==> config.mk <==
export PLATFORM = sky130hd
export DESIGN_NAME = stream_demux2
export DESIGN_NICKNAME = d
export VERILOG_FILES = /design/src/rtl/demux_pkg.sv /design/src/rtl/demux_fifo.sv /design/src/rtl/stream_demux2.sv
export SDC_FILE = /design/constraint.sdc
export NUM_CORES = 1
export LEC_CHECK = 0
export ABC_AREA = 0
export ABC_CLOCK_PERIOD_IN_PS = 6150
export BUFFER_PORTS_ARGS = -buffer_cell sky130_fd_sc_hd__buf_2
export CAP_MARGIN = 0
export CORE_AREA = 2 2 136 138
export DETAILED_ROUTE_END_ITERATION = 16
export DIE_AREA = 0 0 138 140
export GPL_ROUTABILITY_DRIVEN = 0
export PLACE_DENSITY = 0.93
export REMOVE_ABC_BUFFERS = 1
export SLEW_MARGIN = 20
export SYNTH_ARGS = -nofsm -noshare
export SYNTH_HDL_FRONTEND = slang
export SYNTH_HIERARCHICAL = 1
export SYNTH_SLANG_ARGS = --single-unit
==> constraint.sdc <==
create_clock -name clk -period 6.15 [get_ports clk]
set_input_delay 1.845 -clock clk [delete_from_list [all_inputs] [get_ports clk]]
set_output_delay 1.845 -clock clk [all_outputs]
set_load 0.02 [all_outputs]
==> src/rtl/demux_pkg.sv <==
// Shared types and constants for the stream_demux2 block.
//   port_id_t : destination port encoding (PORT_A = 0, PORT_B = 1)
//   MAX_DEPTH : largest supported per-port queue depth
//   STAT_W    : width of the optional per-port transfer counters
package demux_pkg;

  typedef enum logic {
    PORT_A = 1'b0,
    PORT_B = 1'b1
  } port_id_t;

  localparam int unsigned MAX_DEPTH = 4;
  localparam int unsigned STAT_W    = 32;

endpackage

==> src/rtl/demux_fifo.sv <==
// Small synchronous FIFO used as one output queue of stream_demux2.
// Ports:
//   clk, reset_n : clock, asynchronous active-low reset
//   push, wdata  : write wdata at the tail (ignored when full)
//   pop          : drop the head entry (ignored when empty)
//   full, empty  : occupancy flags
//   head         : head entry, forced to 0 while empty
module demux_fifo
  import demux_pkg::*;
#(
  parameter int unsigned WIDTH = 64,
  parameter int unsigned DEPTH = 2
) (
  input  logic             clk,
  input  logic             reset_n,
  input  logic             push,
  input  logic [WIDTH-1:0] wdata,
  input  logic             pop,
  output logic             full,
  output logic             empty,
  output logic [WIDTH-1:0] head
);

  localparam int unsigned PtrW = (DEPTH > 2) ? 2 : 1;
  localparam int unsigned CntW = $clog2(MAX_DEPTH + 1);

  if (DEPTH != 2 && DEPTH != 4) begin : g_bad_depth
    $error("demux_fifo: DEPTH must be 2 or 4");
  end

  logic [WIDTH-1:0] mem_q [DEPTH];
  logic [PtrW-1:0]  wr_ptr_q, wr_ptr_d;
  logic [PtrW-1:0]  rd_ptr_q, rd_ptr_d;
  logic [CntW-1:0]  count_q, count_d;
  logic             do_push, do_pop;

  function automatic logic [PtrW-1:0] ptr_inc(input logic [PtrW-1:0] ptr);
    return (ptr == PtrW'(DEPTH - 1)) ? '0 : ptr + 1'b1;
  endfunction

  assign full    = (count_q == CntW'(DEPTH));
  assign empty   = (count_q == '0);
  assign do_push = push && !full;
  assign do_pop  = pop && !empty;
  assign head    = empty ? '0 : mem_q[rd_ptr_q];

  always_comb begin
    wr_ptr_d = wr_ptr_q;
    rd_ptr_d = rd_ptr_q;
    count_d  = count_q;
    if (do_push) wr_ptr_d = ptr_inc(wr_ptr_q);
    if (do_pop)  rd_ptr_d = ptr_inc(rd_ptr_q);
    // Simultaneous push and pop leaves occupancy unchanged.
    if (do_push && !do_pop) count_d = count_q + 1'b1;
    if (do_pop && !do_push) count_d = count_q - 1'b1;
  end

  always_ff @(posedge clk or negedge reset_n) begin
    if (!reset_n) begin
      wr_ptr_q <= '0;
      rd_ptr_q <= '0;
      count_q  <= '0;
    end else begin
      wr_ptr_q <= wr_ptr_d;
      rd_ptr_q <= rd_ptr_d;
      count_q  <= count_d;
    end
  end

  // Storage needs no reset: head is masked to 0 while empty.
  always_ff @(posedge clk) begin
    if (do_push) mem_q[wr_ptr_q] <= wdata;
  end

endmodule

==> src/rtl/stream_demux2.sv <==
// 1-to-2 stream demultiplexer with a small FIFO queue per output port.
// in_sel chooses the destination (0 -> A, 1 -> B); accepted words appear on
// the selected port one cycle later. in_ready depends only on the selected
// queue being not full.
// Ports:
//   clk, reset_n                : clock, asynchronous active-low reset
//   in_valid, in_sel, in_data   : upstream word and destination
//   in_ready                    : upstream word accepted this cycle
//   a_valid, a_data, a_ready    : port A stream
//   b_valid, b_data, b_ready    : port B stream
//   a_count, b_count            : output transfer counters, only when
//                                 STREAM_DEMUX2_STATS_EN is defined
module stream_demux2
  import demux_pkg::*;
#(
  parameter int unsigned WIDTH = 64,
  parameter int unsigned DEPTH = 2
) (
  input  logic              clk,
  input  logic              reset_n,
  input  logic              in_valid,
  input  logic              in_sel,
  input  logic [WIDTH-1:0]  in_data,
  output logic              in_ready,
  output logic              a_valid,
  output logic [WIDTH-1:0]  a_data,
  input  logic              a_ready,
  output logic              b_valid,
  output logic [WIDTH-1:0]  b_data,
  input  logic              b_ready
`ifdef STREAM_DEMUX2_STATS_EN
  ,
  output logic [STAT_W-1:0] a_count,
  output logic [STAT_W-1:0] b_count
`endif
);

  port_id_t sel;
  logic     a_full, a_empty, b_full, b_empty;
  logic     a_push, b_push, a_pop, b_pop;

  assign sel = port_id_t'(in_sel);

  always_comb begin
    in_ready = 1'b0;
    a_push   = 1'b0;
    b_push   = 1'b0;
    unique case (sel)
      PORT_A: begin
        in_ready = !a_full;
        a_push   = in_valid && !a_full;
      end
      PORT_B: begin
        in_ready = !b_full;
        b_push   = in_valid && !b_full;
      end
      default: ;
    endcase
  end

  assign a_valid = !a_empty;
  assign b_valid = !b_empty;
  assign a_pop   = a_valid && a_ready;
  assign b_pop   = b_valid && b_ready;

  demux_fifo #(
    .WIDTH (WIDTH),
    .DEPTH (DEPTH)
  ) u_fifo_a (
    .clk     (clk),
    .reset_n (reset_n),
    .push    (a_push),
    .wdata   (in_data),
    .pop     (a_pop),
    .full    (a_full),
    .empty   (a_empty),
    .head    (a_data)
  );

  demux_fifo #(
    .WIDTH (WIDTH),
    .DEPTH (DEPTH)
  ) u_fifo_b (
    .clk     (clk),
    .reset_n (reset_n),
    .push    (b_push),
    .wdata   (in_data),
    .pop     (b_pop),
    .full    (b_full),
    .empty   (b_empty),
    .head    (b_data)
  );

`ifdef STREAM_DEMUX2_STATS_EN
  logic [STAT_W-1:0] a_count_q, b_count_q;

  // Counters wrap naturally at 2^STAT_W.
  always_ff @(posedge clk or negedge reset_n) begin
    if (!reset_n) begin
      a_count_q <= '0;
      b_count_q <= '0;
    end else begin
      if (a_pop) a_count_q <= a_count_q + 1'b1;
      if (b_pop) b_count_q <= b_count_q + 1'b1;
    end
  end

  assign a_count = a_count_q;
  assign b_count = b_count_q;
`endif

endmodule

Word-level counts from Yosys, hierarchy flattened
Memories as Yosys holds them, arrays and structs flattened.
Cells that the tools add are included.
{"block": "word_totals", "reg_bits": 10, "ram_bits": 256, "in_bits": 70, "output_inout_bits": 131, "word_cells": 60, "mem_count": 2}
{"name": "u_fifo_a.mem_q", "depth": 2, "word_bits": 64, "rd": 1, "rd_clocked_by_memory_dff": 0, "write_ports": 1, "line_no": "demux_fifo.sv:31", "text": "logic [WIDTH-1:0] mem_q [DEPTH];"}
{"name": "u_fifo_b.mem_q", "depth": 2, "word_bits": 64, "rd": 1, "rd_clocked_by_memory_dff": 0, "write_ports": 1, "line_no": "demux_fifo.sv:31"}
{"block": "classes", "add_sub_neg": 8, "eq_ne": 2, "n_mux": 17, "bitwise": 1, "n_reduce_logical": 24}
{"cell": "$mux 64", "n": 2}
{"cell": "$logic_and 1x1->1", "n": 12}
{"cell": "$mux 3", "n": 4}
{"cell": "$mux 1", "n": 10}
{"cell": "$logic_not 1->1", "n": 8}
{"cell": "$add 3x1->3 const B", "n": 2}
{"cell": "$eq 3x2->1 const B", "n": 2}
{"cell": "$logic_not 3->1", "n": 2}
{"cell": "$sub 3x1->3 const B", "n": 2}
{"cell": "$add 1x1->1 const B", "n": 4}
{"cell": "$reduce_bool 2->1", "n": 2}
{"cell": "$pmux 1 s2", "n": 1}
{"cell": "$not 1->1", "n": 1}

Longest topological paths before layout
Gate-level depths: netlist of run 1.
{"block": "logic_depth", "word_depth": 8, "depth_mapped": 10, "ltp_nobuf": 10}

Hierarchy
Netlist of run 1, hierarchy kept.
{"module": "demux_fifo", "n_inst": 2, "cells_per_inst": 294, "area_each_um2": 5136.2, "seq_area_each_um2": 3968.8}
{"module": "stream_demux2", "n_inst": 1, "cells_per_inst": 7, "area_each_um2": 46.3, "seq_area_each_um2": 0.0}

Worst setup path after synthesis of run 1
Ideal clock, no wire load.
{"block": "synth_path", "path_kind": "input-to-reg", "start": "input in_sel", "end": "memory u_fifo_a.mem_q[0][0], enable pin", "setup_ns": 0.486, "t_arrival_ns": 4.883, "required_ns": 5.664, "path_slack_ns": 0.780, "stages": 3, "path_buffers": 0, "cell_sequence": "nor3b_1 -> nand2_2 -> nor2_1"}
{"block": "synth_via", "elab_chain_len": 4}
{"element": "start: declaration", "line_no": "stream_demux2.sv:22", "text": "input logic in_sel,"}
{"element": "$mux 1", "line_no": "stream_demux2.sv:48", "text": "unique case (sel)"}
{"element": "$logic_and 1x1->1", "line_no": "demux_fifo.sv:43", "text": "assign do_push = push && !full;"}
{"element": "$mux 1", "line_no": "demux_fifo.sv:72", "text": "if (do_push) mem_q[wr_ptr_q] <= wdata;"}
{"element": "$mux 1 (not written as such)", "line_no": "demux_fifo.sv:72"}
{"element": "end: declaration", "line_no": "demux_fifo.sv:31"}
Every way passes these cells.

Final worst setup path of run 1
{"block": "layout_path", "start": "register u_fifo_b.rd_ptr_q", "end": "output b_data[60]"}
{"block": "layout_via", "elab_chain_len": 2}
{"element": "start: declaration", "line_no": "demux_fifo.sv:33", "text": "logic [PtrW-1:0] rd_ptr_q, rd_ptr_d;"}
{"element": "start signal: assignment", "line_no": "demux_fifo.sv:65", "text": "rd_ptr_q <= rd_ptr_d;"}
{"element": "$mem_v2 2x64"}
{"element": "$mux 64", "line_no": "demux_fifo.sv:45", "text": "assign head = empty ? '0 : mem_q[rd_ptr_q];"}
{"element": "end: declaration", "line_no": "stream_demux2.sv:29", "text": "output logic [WIDTH-1:0] b_data,"}
Every way passes these cells.

==> results of run 1 <==
-- stage by stage --
stage / hold WS (ps) / area (µm²) / total power [mW] / setup WS (ps)
after global routing: 572 / 12300 / 6.57 / 1630
after floorplan: 460 / 10000 / 4.04 / 780
after global placement: 535 / 11500 / 4.69 / 2010
final: 555 / 12300 / 6.28 / 1740
after detailed placement: 549 / 11500 / 4.75 / 2010
after CTS: 561 / 12300 / 6.33 / 1720
-- cell families after synthesis --
| group | Yosys count |
|---|---|
| simple gates | 146 |
| mux | 131 |
| buf+inv | 38 |
| fa+ha+maj | 4 |
| xor+xnor | 10 |
| flops | 266 |
-- layer usage --
layer	vias to the layer above	track usage, %
met5	-	0
met4	4	5.69
met3	42	3.97
met2	204	36.0
met1	2777	24.2
li1	2606	-
-- flip-flops by register name (all words and copies together), names as in the netlist --
signal / count
u_fifo_a/mem_q: 128
u_fifo_b/mem_q: 128
u_fifo_a/count_q: 3
u_fifo_b/count_q: 3
u_fifo_a/rd_ptr_q: 1
u_fifo_a/wr_ptr_q: 1
u_fifo_b/rd_ptr_q: 1
u_fifo_b/wr_ptr_q: 1
-- synth_stat cells --
library cell | number | share of area (%)
and3_1 | 2 | 0.12
and3b_1 | 1 | 0.085
buf_2 | 4 | 0.19
buf_4 | 4 | 0.29
buf_6 | 20 | 2.2
dfrtp_1 | 10 | 2.4
edfxtp_1 | 256 | 74
fa_1 | 2 | 0.39
ha_1 | 2 | 0.24
inv_1 | 10 | 0.36
mux2i_1 | 131 | 13
nand2_2 | 2 | 0.12
nor2_1 | 132 | 4.8
nor2b_1 | 4 | 0.24
nor3_2 | 2 | 0.19
nor3b_1 | 1 | 0.073
or3b_4 | 2 | 0.22
xnor2_1 | 4 | 0.34
xor2_1 | 6 | 0.51
-- cell type report --
| class | count | area [µm²] |
|---|---|---|
| clock inverter | 12 | 155 |
| timing repair buffer | 209 | 1080 |
| inverter | 10 | 37.5 |
| multi-input combinational | 291 | 2110 |
| tap | 229 | 287 |
| fill | 1108 | 5460 |
| sequential | 266 | 7950 |
| clock buffer | 35 | 706 |
-- power groups by stage --
stage | combinational [mW] | clock [mW] | sequential [mW]
floorplan | 1.47 | 0 | 2.57
global placement | 2.15 | 0 | 2.54
detailed placement | 2.19 | 0 | 2.57
CTS | 2.20 | 1.60 | 2.53
global route | 2.35 | 1.66 | 2.56
finish | 2.18 | 1.57 | 2.53
-- path summary, 6_finish.rpt --
path	from	endpoint	depth (start not counted)
max	u_fifo_b/rd_ptr_q$_DFFE_PN0P_	b_data[60]	4
min	u_fifo_b/count_q[2]$_DFFE_PN0P_	u_fifo_b/count_q[2]$_DFFE_PN0P_	1
max reg2reg	u_fifo_a/count_q[1]$_DFFE_PN0P_	u_fifo_a/mem_q[0][35]$_DFFE_PP_	6
min reg2reg	u_fifo_b/count_q[2]$_DFFE_PN0P_	u_fifo_b/count_q[2]$_DFFE_PN0P_	1
max in group asynchronous	reset_n	u_fifo_a/rd_ptr_q$_DFFE_PN0P_	1
min in group asynchronous	reset_n	u_fifo_b/count_q[1]$_DFFE_PN0P_	1
-- critical path: cells and delay by family (launching register included) --
family	cells	cell delay (ps)
DFF	1	860
buffers and inverters	2	770
muxes	1	320
and+or+nand+nor	1	60
==> out/qor.yml, run 1 <==
outcome:
  status: "completed"
power_and_ir_drop:
  power_frac_seq_pct: 40.3
  intPower_mw: 4.04
  switching_share_pct: 35.7
  p_per_area_mw_per_mm2: 510
  p_sw_mw: 2.24
  p_leak_nw: 4.96
  clock_power_share_pct: 25.0
  vdd_ir_drop_max_uv: 302
  combPwrFrac_pct: 34.8
timing:
  tns_ps: 0
  rsz0062_at_grt: "false"
  maxSlewHeadroom_pct: 30.8
  finalCritPeriodShare_pct: 71.7
  hold_viol: 0
  fmax_mhz: 227
  setup-violations-final: 0
  finalCriticalPeriod_ps: 4410
  finClkSkew_ps: 15.1
  drv_slew: 0
  worst_pin_slew_ps: 1040
synthesis:
  yosys.area_share.simple_pct: 5.86
  synth_top_family_by_area: "multiplexers"
  syn_area_per_cell_um2: 17.3
  ys_ff_latch: 266
  synth_adder_area_share_pct: 0.631
  yosysSeqAreaShare_pct: 76.9
  synth_cell_types: 19
  synth-compound-area-share_pct: 0
  synthMuxAreaShare_pct: 12.7
  syn-cell-area_mm2: 0.0103
  yosys_warnings: 6
  synth_cells: 595
  synth_xor_area_share_pct: 0.849
floorplanning:
  die_width_um: 138
  core_mm2: 0.0178
  fp-row-count: 49
  die-height_um: 140
  fp.dieArea_mm2: 0.0193
  start_util_pct: 58.0
  io-pin-count: 201
clock_tree:
  htreeDepth: 1
  post_cts_buffers: 0
  clock_path_buffers: 3
  cts_resized: 0
  cts_buffers: 26
  cts-root-buf: "clkbuf_16"
  clkSlewWorstSetupHoldPaths_ps: 60
  cts_sinks: 266
  cts_tree: "built"
  cts.hold.buffers_added: 0
  clk_latency_ps: 510
cells_and_area:
  syn_to_final_growth_pct: 19.4
  drive_above_1_share_pct: 30.9
  post-route-util_pct: 69.3
  final_common_cell: "edfxtp_1"
  instances_no_fill: 1052
  nets: 878
  n_antenna_cell: 0
  final_cell_mix: "edfxtp_1 (256), buf_2 (200), mux2i_1 (131), nor2_1 (130), clkbuf_16 (27)"
detailed_routing:
  vias_per_cell: 5.35
  highest_layer: "met5"
  drt-total-wl_um: 19500
  wl_met3_um: 1210
  dr_wl_met2_um: 10200
  routedWlPerCell_um: 18.6
  drtIter0Drc: 295
  drt_pass1_iterations: 4
  via_count: 5633
  wl_met1_um: 7730
  drt.antenna.violating_nets: 0
  drc_errors: 0
global_route:
  track_usage_pct: 19.8
  grt_pass1_vias: 5841
  grt_pass1_wl_um: 30000
  antenna_found_initial: 2
  grt_max_degree: 65
  overflow: 0
place:
  dpl.cell_count: 1005
  hpwl_um: 12000
  port_buffers: 200
setup_path:
  critical_path.endpoint_type: "output pin"
  cp_slowest_cell: "dfrtp_4"
  cp_max_fo: 37
  cp.arrival_ps: 2570
  cpPeakStageDelay_ps: 860
  crit_chain: "buf_4 > mux2i_1 > nor2_1 > buf_2"
  reg2reg_slack_ps: 3410
  crit_type: "reg -> out"
  worstSetupStartpointType: "register"
  cp.required_ps: 4300
worst_hold_path:
  min_path_type: "reg -> reg"
flow_run:
  drv_cap: 0
(Power assumes the default switching activity.)
==> run 2: changes to the inputs <==
- ABC_CLOCK_PERIOD_IN_PS: 6150 -> 4300
- CORE_AREA: 2 2 136 138 -> 2 2 140 142
- DIE_AREA: 0 0 138 140 -> 0 0 142 144
- PLACE_DENSITY: 0.93 -> 0.89
- clock period: 6.15 -> 4.3 ns (I/O delays scaled with it)
==> out/qor.yml, run 2 (same netlist as run 1, synthesis figures left out) <==
outcome:
  status: "completed"
clock_tree:
  cts_tree: "built"
  post_cts_buffers: 0  # unchanged
  cts_sinks: 266  # unchanged
  cts_resized: 0  # unchanged
  cts-root-buf: "clkbuf_16"
  clkSlewWorstSetupHoldPaths_ps: 60  # about the same
  clock_path_buffers: 3  # unchanged
  clk_latency_ps: 510  # about the same
  cts_buffers: 25  # -3.8%
  cts.hold.buffers_added: 0  # unchanged
  htreeDepth: 1  # unchanged
setup_path:
  cp.arrival_ps: 2240  # -330 ps
  critical_path.endpoint_type: "output pin"
  cp.required_ps: 3010  # -1290 ps
  worstSetupStartpointType: "register"
  crit_type: "reg -> out"
  cp_max_fo: 35  # -5.4%
timing:
  rsz0062_at_grt: "false"
  fmax_mhz: 283
  hold_viol: 0  # unchanged
  worst_pin_slew_ps: 1010  # -27.7 ps
  tns_ps: 0  # unchanged
  setup-violations-final: 0  # unchanged
  maxSlewHeadroom_pct: 32.6  # +1.8 points
  finClkSkew_ps: 16.5  # +1.44 ps
  timing.hold.ws_ps: 560  # +4.95 ps
  finalCriticalPeriod_ps: 3530
  finalCritPeriodShare_pct: 82.0
  layout_setup_ws_ps: 773  # -967 ps
  drv_slew: 0  # unchanged
floorplanning:
  die-height_um: 144  # +2.9%
  core_mm2: 0.0191  # +7.3%
  start_util_pct: 54.1  # -4.0 points
  fp.dieArea_mm2: 0.0204  # +5.8%
  die_width_um: 142  # +2.9%
  fp-row-count: 51  # +4.1%
  io-pin-count: 201  # unchanged
detailed_routing:
  via_count: 5561  # -1.3%
  drt_pass1_iterations: 4  # unchanged
  drt-total-wl_um: 19300  # -1.4%
  drt.antenna.violating_nets: 0  # unchanged
  drtIter0Drc: 282  # -4.4%
  vias_per_cell: 5.24  # -2.1%
  routedWlPerCell_um: 18.1  # -2.2%
  drc_errors: 0  # unchanged
power_and_ir_drop:
  finalPower_mw: 8.95  # +42%
  p_per_area_mw_per_mm2: 726  # +42%
  p_leak_nw: 4.96  # about the same
  vdd_ir_drop_max_uv: 444  # +47%
cells_and_area:
  syn_to_final_growth_pct: 19.5
  drive_above_1_share_pct: 31.1  # +0.24 points
  reg_top3: "u_fifo_a/mem_q (128), u_fifo_b/mem_q (128)"
  instances_no_fill: 1061  # +0.86%
  final_common_cell: "edfxtp_1"
  nets: 880  # +0.23%
  n_antenna_cell: 0  # unchanged
  final_cell_mix: "edfxtp_1 (256), buf_2 (200), mux2i_1 (131), nor2_1 (130), clkbuf_16 (25)"
global_route:
  grt_max_degree: 65  # unchanged
  antenna_found_initial: 1  # -1
  grt_pass1_vias: 5590  # -4.3%
  track_usage_pct: 18.5  # -1.3 points
  grt_pass1_wl_um: 29000  # -3.5%
  overflow: 0  # unchanged
place:
  post-place-ws_ps: 1270  # -739 ps
  dpl.cell_count: 1017  # +1.2%
  port_buffers: 200  # unchanged
  hpwl_um: 11800  # -1.8%
worst_hold_path:
  min_path_type: "reg -> reg"
flow_run:
  drv_cap: 0  # unchanged
[run 2: cell types whose count changed in the layout (fill, tap and decap cells not counted), moves of 2 or more]
cell       before  now
clkbuf_1        8    3
buf_12          1    3
clkbuf_16      27   25
clkinv_1        6    9
[run 2: area by class of cell]
class                      count  area, µm²
inverter                      10       37.5
clock buffer                  28        637
fill                        1288       6750
multi-input combinational    291       2110
timing repair buffer         212       1130
sequential                   266       7950
clock inverter                16        178
tap                          238        298
[run 2: worst paths after layout]
path / end / start / cells after the start / slack [ps]
setup / recovery: b_data[57] / u_fifo_b/rd_ptr_q$_DFFE_PN0P_ / 4 / 770
hold / removal: u_fifo_a/wr_ptr_q$_DFFE_PN0P_ / u_fifo_a/wr_ptr_q$_DFFE_PN0P_ / 1 / 560
setup reg to reg: u_fifo_b/count_q[2]$_DFFE_PN0P_ / u_fifo_b/count_q[0]$_DFFE_PN0P_ / 10 / 1880
hold reg to reg: u_fifo_a/wr_ptr_q$_DFFE_PN0P_ / u_fifo_a/wr_ptr_q$_DFFE_PN0P_ / 1 / 560
max in group asynchronous: u_fifo_a/rd_ptr_q$_DFFE_PN0P_ / reset_n / 1 / 3460
min in group asynchronous: u_fifo_b/wr_ptr_q$_DFFE_PN0P_ / reset_n / 1 / 620
[run 2: critical path: stages (launching register included)]
cell     delay (ps)
dfrtp_4         820
buf_12          340
mux2i_1         280
nor2_1           90
buf_2           190
[run 2: metrics by stage]
stage | cell area [µm²] | utilization [%]
after floorplan | 10000 | -
after detailed placement | 11500 | 60.4
after global routing | 12300 | 64.6
after global placement | 11500 | 60.4
final | 12300 | 64.6
after CTS | 12300 | 64.6
[run 2: power by group]
group	switching [mW]	internal [mW]	leakage, nW
logic	2.12	1.13	2.12
clock network	0.869	1.30	0.387
registers	0.235	3.29	2.45
total	3.23	5.72	4.96
[run 2: layer usage]
| metal | global-route usage, % | vias to the layer above | wire length, µm | part of all wire [%] |
|---|---|---|---|---|
| met5 | 0 | - | 0 | 0 |
| met4 | 4.89 | 0 | 285 | 1.5 |
| met2 | 33.2 | 207 | 9910 | 51 |
| li1 | - | 2606 | - | - |
| met1 | 22.9 | 2726 | 7710 | 40 |
| met3 | 4.11 | 22 | 1340 | 7.0 |
==> run 3: changes to the inputs <==
- ABC_CLOCK_PERIOD_IN_PS: 4300 -> 3100
- CORE_AREA: 2 2 140 142 -> 2 2 147 149
- DIE_AREA: 0 0 142 144 -> 0 0 149 151
- PLACE_DENSITY: 0.89 -> 0.85
- clock period: 4.3 -> 3.1 ns (I/O delays scaled with it)
==> out/qor.yml, run 3 (same netlist as run 1, synthesis figures left out) <==
place:
  dpl.cell_count: 1057  # +3.9%
  port_buffers: 200  # unchanged
  hpwl_um: 12800  # +7.9%
setup_path:
  cpPeakStageDelay_ps: 690  # -130 ps
  worstReg2RegStart: "u_fifo_b/count_q[2]$_DFFE_PN0P_"
  cp.arrival_ps: 2000  # -240 ps
  critical_path.endpoint_type: "output pin"
  cp_max_fo: 28  # -20%
  cp_slowest_cell: "dfrtp_4"
  reg2reg_depth: 10  # unchanged
  crit_chain: "buf_12 > mux2i_1 > nor2_1 > buf_2"
  cp.required_ps: 2170  # -840 ps
  crit_type: "reg -> out"
  reg2reg_slack_ps: 700  # -1180 ps
  worstSetupStartpointType: "register"
  reg2reg_to: "u_fifo_b/count_q[2]$_DFFE_PN0P_"
clock_tree:
  htreeDepth: 1  # unchanged
  clock_path_buffers: 3  # unchanged
  clk_latency_ps: 520  # about the same
  cts_tree: "built"
  cts_sinks: 266  # unchanged
  cts_buffers: 26  # +4.0%
  clkSlewWorstSetupHoldPaths_ps: 60  # about the same
  cts-root-buf: "clkbuf_16"
  cts_resized: 0  # unchanged
detailed_routing:
  drt-total-wl_um: 20400  # +6.0%
  vias_per_cell: 5.11  # -2.5%
  via_count: 5662  # +1.8%
  drt_pass1_iterations: 6  # +2
  routedWlPerCell_um: 18.4  # +1.5%
  drtIter0Drc: 287  # +1.8%
  drc_errors: 0  # unchanged
  drt.antenna.violating_nets: 0  # unchanged
cells_and_area:
  n_fill_cell: 1520  # +18%
  syn_to_final_growth_pct: 21.6
  nets: 885  # +0.57%
  final_common_cell: "edfxtp_1"
  reg_top3: "u_fifo_a/mem_q (128), u_fifo_b/mem_q (128)"
  final_cell_mix: "edfxtp_1 (256), buf_2 (200), mux2i_1 (131), nor2_1 (130), clkbuf_16 (27)"
  drive_above_1_share_pct: 32.5  # +1.4 points
  instances_no_fill: 1108  # +4.4%
global_route:
  overflow: 0  # unchanged
  grt_max_degree: 65  # unchanged
  grt_pass1_wl_um: 30700  # +5.9%
  grt_pass1_vias: 5859  # +4.8%
  antenna_found_initial: 3  # +2
  track_usage_pct: 17.7  # -0.84 points
timing:
  drv_slew: 0  # unchanged
  finClkSkew_ps: 10.1  # -6.36 ps
  hold_viol: 0  # unchanged
  maxSlewHeadroom_pct: 60.8  # +28 points
  setup-violations-final: 0  # unchanged
  rsz0062_at_grt: "false"
  worst_pin_slew_ps: 588  # -423 ps
  finalCriticalPeriod_ps: 2930
  fmax_mhz: 342
  finalCritPeriodShare_pct: 94.4
power_and_ir_drop:
  finalPower_mw: 12.8  # +43%
  p_per_area_mw_per_mm2: 1020  # +40%
  vdd_ir_drop_max_uv: 614  # +38%
  p_leak_nw: 5.06  # +1.9%
floorplanning:
  core_mm2: 0.0208  # +9.1%
  start_util_pct: 49.6  # -4.5 points
  io-pin-count: 201  # unchanged
  fp-row-count: 53  # +3.9%
  die_width_um: 149  # +4.9%
  die-height_um: 151  # +4.9%
  fp.dieArea_mm2: 0.0225  # +10%
worst_hold_path:
  min_path_type: "in -> async"
outcome:
  status: "completed"
flow_run:
  drv_cap: 0  # unchanged
==> run 3: cell count changes in the layout (fill, tap and decap cells not counted) <==
cell        before  now
buf_4            9   10
clkinv_2         0    7
bufinv_16        4    5
clkinv_4         1    2
clkinv_1         9    3
clkbuf_16       25   27
buf_12           3    5
diode_2          0    2
buf_16           0    1
clkinvlp_4       2    1
==> run 3: worst max-delay path: cells and delay by family (launching register included) <==
kind          cells  cell delay (ps)
flops             1              690
simple gates      1               70
mux               1              240
buf+inv           2              440
==> run 3: stage by stage <==
step | cell area (µm²) | utilization [%] | TNS, ps | hold slack [ps] | setup WS [ps]
floorplan | 10000 | - | -257190 | 460 | -1350
global placement | 11600 | 55.8 | 0 | 535 | 620
detailed placement | 11600 | 55.8 | 0 | 556 | 568
CTS | 12500 | 60.1 | 0 | 257 | 16.8
global route | 12500 | 60.3 | 0 | 266 | 66.9
finish | 12500 | 60.3 | 0 | 271 | 174
==> run 3: cell type report <==
class	count	area, µm²	share of cell area (%)
well taps	275	344	2.74
diodes	2	5.00	0.0399
clock inverters	18	221	1.76
clock buffers	30	687	5.47
inverters	10	37.5	0.299
multi-input cells	291	2110	16.8
repair buffers	216	1200	9.59
flip-flops and latches	266	7950	63.3
==> run 3: worst max path at each step <==
stage	start	slack (ps)	to	cells after the start
CTS	u_fifo_a/rd_ptr_q$_DFFE_PN0P_	20	a_data[10]	4
finish	u_fifo_b/rd_ptr_q$_DFFE_PN0P_	170	b_data[48]	4
detailed placement	u_fifo_a/rd_ptr_q$_DFFE_PN0P_	570	a_data[10]	4
global route	u_fifo_b/rd_ptr_q$_DFFE_PN0P_	70	b_data[53]	4
global placement	u_fifo_a/rd_ptr_q$_DFFE_PN0P_	620	a_data[40]	4
floorplan	in_sel	-1350	u_fifo_a/mem_q[0][0]$_DFFE_PP_	3
==> run 3: timing repair <==
action                                  CTS  global route
hold buffers                              0             0
endpoints found under the setup margin    0             7
buffers inserted                          0             1
==> run 3: per-layer routing <==
layer	track usage [%]	up-vias	share of wire (%)
met3	3.80	40	6.0
met4	5.33	2	2.5
met2	32.1	200	51
li1	-	2625	-
met5	0	-	0.064
met1	21.3	2795	40
==> run 3: power by group <==
group	switching [mW]	total [mW]	internal [mW]	leakage [nW]
clock	1.27	3.28	2.01	0.447
sequential	0.324	4.88	4.56	2.45
combinational	2.99	4.63	1.64	2.16
